**config.mk**
```make
export PLATFORM = sky130hd
export DESIGN_NAME = mitchell_antilog
export DESIGN_NICKNAME = d
export VERILOG_FILES = /design/src/rtl/mitchell_pkg.sv /design/src/rtl/antilog_shifter.sv /design/src/rtl/mitchell_antilog.sv
export SDC_FILE = /design/constraint.sdc
export NUM_CORES = 1
export LEC_CHECK = 0
export ABC_AREA = 1
export CORE_ASPECT_RATIO = 0.8
export CORE_MARGIN = 2
export CORE_UTILIZATION = 45
export DETAILED_ROUTE_END_ITERATION = 6
export GPL_TIMING_DRIVEN = 1
export PLACE_DENSITY = 0.74
export SYNTH_ARGS = -nofsm -noshare
export SYNTH_HDL_FRONTEND = slang
export SYNTH_SLANG_ARGS = --single-unit
```
**constraint.sdc**
```tcl
create_clock -name clk -period 1.38 [get_ports clk]
set_input_delay 0.276 -clock clk [delete_from_list [all_inputs] [get_ports clk]]
set_output_delay 0.276 -clock clk [all_outputs]
set_load 0.05 [all_outputs]
```
**src/rtl/mitchell_pkg.sv**
```systemverilog
// mitchell_pkg: shared widths, log-word type and reference antilog function
package mitchell_pkg;
  localparam int KW = 4;
  localparam int FW = 8;
  localparam int PW = 16;
  typedef struct packed {
    logic          zero;
    logic [KW-1:0] k;
    logic [FW-1:0] f;
  } log_word_t;
  function automatic logic [PW-1:0] antilog_ref(input logic [KW-1:0] k, input logic [FW-1:0] f, input logic zero);
    logic [FW+PW-1:0] m;
    m = (FW+PW)'({1'b1, f}) << k;
    return zero ? '0 : PW'(m >> FW);
  endfunction
endpackage

```
**src/rtl/antilog_shifter.sv**
```systemverilog
// antilog_shifter: combinational log-depth barrel shift of {1,f} by k, keeping the integer part
module antilog_shifter #(
  parameter int KW = 4,
  parameter int FW = 8,
  parameter int PW = 16
) (
  input  logic [KW-1:0] k,
  input  logic [FW-1:0] f,
  input  logic          zero,
  output logic [PW-1:0] p
);
  import mitchell_pkg::*;
  localparam int SW = FW + PW;
  logic [KW:0][SW-1:0] s;
  assign s[0] = SW'({1'b1, f});
  for (genvar i = 0; i < KW; i++) begin : g_lvl
    assign s[i+1] = k[i] ? s[i] << (1 << i) : s[i];
  end
  assign p = zero ? '0 : PW'(s[KW] >> FW);
endmodule

```
**src/rtl/mitchell_antilog.sv**
```systemverilog
// mitchell_antilog: 2-stage valid/ready pipeline decoding (k, f) to a linear product
module mitchell_antilog #(
  parameter int KW = mitchell_pkg::KW,
  parameter int FW = mitchell_pkg::FW,
  parameter int PW = mitchell_pkg::PW
) (
  input  logic          clk,
  input  logic          rst,
  input  logic          in_valid,
  output logic          in_ready,
  input  logic [KW-1:0] in_k,
  input  logic [FW-1:0] in_f,
  input  logic          in_zero,
  output logic          out_valid,
  input  logic          out_ready,
  output logic [PW-1:0] out_p
);
  import mitchell_pkg::*;
  if (PW != (1 << KW)) begin : g_bad_pw
    $error("mitchell_antilog: PW must equal 2**KW");
  end
  logic          s1_valid;
  logic [KW-1:0] s1_k;
  logic [FW-1:0] s1_f;
  logic          s1_zero;
  logic [PW-1:0] p_next;
  logic          s1_load;
  logic          s2_load;
  assign s2_load  = s1_valid && (!out_valid || out_ready);
  assign in_ready = !rst && (!s1_valid || s2_load);
  assign s1_load  = in_valid && in_ready;
  antilog_shifter #(.KW(KW), .FW(FW), .PW(PW)) u_shift (
    .k    (s1_k),
    .f    (s1_f),
    .zero (s1_zero),
    .p    (p_next)
  );
  // Stage registers and valid tracking; S2 holds its word while downstream stalls
  always_ff @(posedge clk) begin
    if (rst) begin
      s1_valid  <= 1'b0;
      s1_k      <= '0;
      s1_f      <= '0;
      s1_zero   <= 1'b0;
      out_valid <= 1'b0;
      out_p     <= '0;
    end else begin
      if (s1_load) begin
        s1_k    <= in_k;
        s1_f    <= in_f;
        s1_zero <= in_zero;
      end
      if (s2_load) out_p <= p_next;
      s1_valid  <= s1_load || (s1_valid && !s2_load);
      out_valid <= s2_load || (out_valid && !out_ready);
    end
  end
  if (KW == mitchell_pkg::KW && FW == mitchell_pkg::FW && PW == mitchell_pkg::PW) begin : g_chk
    // Shifter result must agree with the reference decode whenever it is captured
    always_ff @(posedge clk) begin
      if (!rst && s2_load) assert (p_next == antilog_ref(s1_k, s1_f, s1_zero));
    end
  end
endmodule

```
==> results of run 1 <==
[metal layers]
metal / up-vias / share of wire [%]
li1: 865 / -
met3: 10 / 6.9
met4: 0 / 1.9
met5: - / 0
met2: 71 / 45
met1: 782 / 46
[metrics by stage]
stage | hold WS [ps] | utilization [%] | setup TNS (ps)
2_1_floorplan | 377 | - | 0
3_3_place_gp | 454 | 65.5 | -6800
3_5_place_dp | 465 | 65.5 | -7190
4_1_cts | 396 | 69.3 | -111
5_1_grt | 438 | 69.8 | -689
6_report | 404 | 69.8 | -95.1
[report_power, final]
part / total [mW] / internal, mW / switching, mW
clock network: 0.781 / 0.454 / 0.327
logic: 0.496 / 0.216 / 0.280
registers: 0.968 / 0.933 / 0.0344
[state kept, by name, indices dropped and copies added (netlist names)]
| signal | count |
|---|---|
| out_p | 16 |
| s1_zero | 1 |
| s1_valid | 1 |
| s1_f | 8 |
| out_valid | 1 |
| s1_k | 4 |
[worst max-delay path by stage]
stage,startpoint,end,slack (ps),cells after the start
after floorplan,out_valid,in_ready,1,4
after global routing,out_valid,in_ready,-100,5
after global placement,out_ready,s1_zero,-310,9
after CTS,out_valid,in_ready,-100,5
after detailed placement,out_ready,s1_k[0],-320,8
final,out_valid,in_ready,-70,5
[logic make-up (layout without fill, tap and decap cells)]
family | after synthesis | count (layout) | share of synthesized area [%]
compound gates | 43 | 43 | 16.1
flops | 31 | 31 | 38.5
simple gates | 129 | 130 | 36.2
buf+inv | 29 | 76 | 9.16
[worst min-delay path, delay by kind of cell]
kind	cells	cell delay, ps
buffers and inverters	2	250
AND/OR/NAND/NOR	1	60
AO/OA/AOI/OAI	1	50
[synthesized netlist by cell type, drive strengths merged]
library cell	number
nand2	85
nand3	32
dfxtp	31
a21oi	24
inv	17
buf	10
nor2	10
o31ai	9
o21ai	7
a22oi	3
clkbuf	2
nand4	1
or2	1
[area by class of cell]
type                    instances  area share [%]
repair buffers                 51            28.2
multi-input cells             173            36.3
inverters                      17            2.93
clock buffers                   8            4.19
well taps                      42            2.20
flip-flops and latches         31            26.2
[timing repair]
| action | 4_1_cts | 5_1_grt |
|---|---|---|
| gates resized for setup | 2 | 8 |
| gates cloned | 1 | 0 |
| buffers inserted | 2 | 0 |
| pin swaps | 3 | 4 |
| endpoints found under the setup margin | 8 | 24 |
==> flow_metrics.tcl, run 1 <==
set metrics [dict create \
    cap_violations 0 \
    setup_slack_ps -71.8 \
    cts_tree "yes" \
    multi_input_area_um2 867 \
    hp-start "out_ready" \
    grtUsageMet2_pct 31.4 \
    clk_pin_slew_ps 60 \
    rsz0062_at_grt "true" \
    status "complete, but fails checks" \
    io-pin-count 35 \
    max_freq_ghz 0.689 \
    tightest_slew_ps 358 \
    ys_seq_elements 31 \
    area_growth_pct 48.3 \
    finalCritPeriodShare_pct 105 \
    clock_sinks 31 \
    rows 19 \
    irDropWorstVdd_uv 777 \
    num-nets-final 296 \
    yosysSeqAreaShare_pct 38.5 \
    relSlewSlack_pct 76.2 \
    met1_usage_pct 28.8 \
    leakagePower_nw 0.985 \
    hp-class "in2reg" \
    synth_top_area_cell "dfxtp_1" \
    layout_commonest_cell "nand2_1" \
    dr_total_vias 1728 \
    finalHoldViolCount 0 \
    routed_wirelength_mm 3.99 \
    dp_slack_ps -324 \
    h-tree-depth 2 \
    cp_max_fo 2 \
    routed_via_density 5.37 \
    crit_type "reg2out" \
    start_util_pct 47.1 \
    yosys_warnings 0 \
    clk_latency_ps 290 \
    seq_area_um2 626 \
    violations "negative setup slack" \
    synth_area_leaders "dfxtp_1 39%, nand2_1 19%, nand3_1 9.0%, a21oi_1 6.2%, o31ai_1 4.2%" \
    ys_types 24 \
    path_delay_family "flip-flops" \
    slew_viol_final 0 \
    drive_above_1_share_pct 24.3 \
    rr_startpoint "out_valid" \
    reg2reg_to "out_p[15]" \
    grt-busiest-layer "met2" \
    power_mw 2.24 \
    end_kind "output port" \
    setup_violations 3 \
    place_hpwl_mm 2.84 \
    die_w_um 70.9 \
    die_y_um 57.5 \
    first_pass_iters 5 \
    mostFrequentLayoutCells "80 x nand2_1, 29 x nand3_1, 29 x dfxtp_1, 20 x a21oi_1, 20 x buf_12" \
    cp_slowest_cell "dfxtp_4" \
    numPlacedInstances 311 \
    yosys.area.top_type_share_pct 38.5 \
    n_antenna_cell 0 \
    fin_cells 322 \
    cp_cell_sequence "nand2_4 > nor2_2 > or2_4 > clkinvlp_4 > buf_12" \
    cp_num_buf_inv 2 \
    ant_nets 0 \
    netlist_instances 232 \
    syn_area_um2 1610 \
    wl_per_cell_um 12.4 \
    period_needed_ps 1450 \
    critical_path.max_stage_delay_ps 350 \
    clock_skew_ps 4.03 \
    powerDensity_nw_per_um2 939 \
    overflow 0 \
    cts_root_buf "clkbuf_8" \
    drt_iter0_drc 181 \
    worstRegToRegCells 6 \
    syn_nets 249 \
    grt_use_total_pct 21.0 \
    n_fill_cell 274 \
    core_area_um2 3420 \
    dpl-instance-area_um2 2240 \
    min_to "out_valid" \
    syn_area_per_cell_um2 6.95 \
    start_kind "flop" \
    dieArea_um2 4080 \
    final_area_um2 2390 \
    drc 0 \
    cp.arrival_ps 1180 \
    place.gp.congestion 0.921 \
    worstPathRequired_ps 1100 \
    hold_buffers 0 \
    cts_max_path_buffers 2 \
    grt_pass1_vias 1523 \
    grt_pass1_wl_mm 6.71 \
    numCtsBuffers 5 \
    antenna_found_initial 0 \
    regToRegSetupSlack_ps -20 \
    met3_usage_pct 4.95 \
    min_delay_path_depth 4 \
    portBuffers 34 \
    grt_max_degree 32 \
]
No activity file was read; power rests on OpenSTA's default activity.
==> run 2: changes to the inputs <==
CTS_CLUSTER_SIZE = 20   (was default)
HOLD_SLACK_MARGIN = 0.1   (was default)
==> results of run 2 <==
Same layout as run 1: the final DEF is identical, and so are final timing and power.
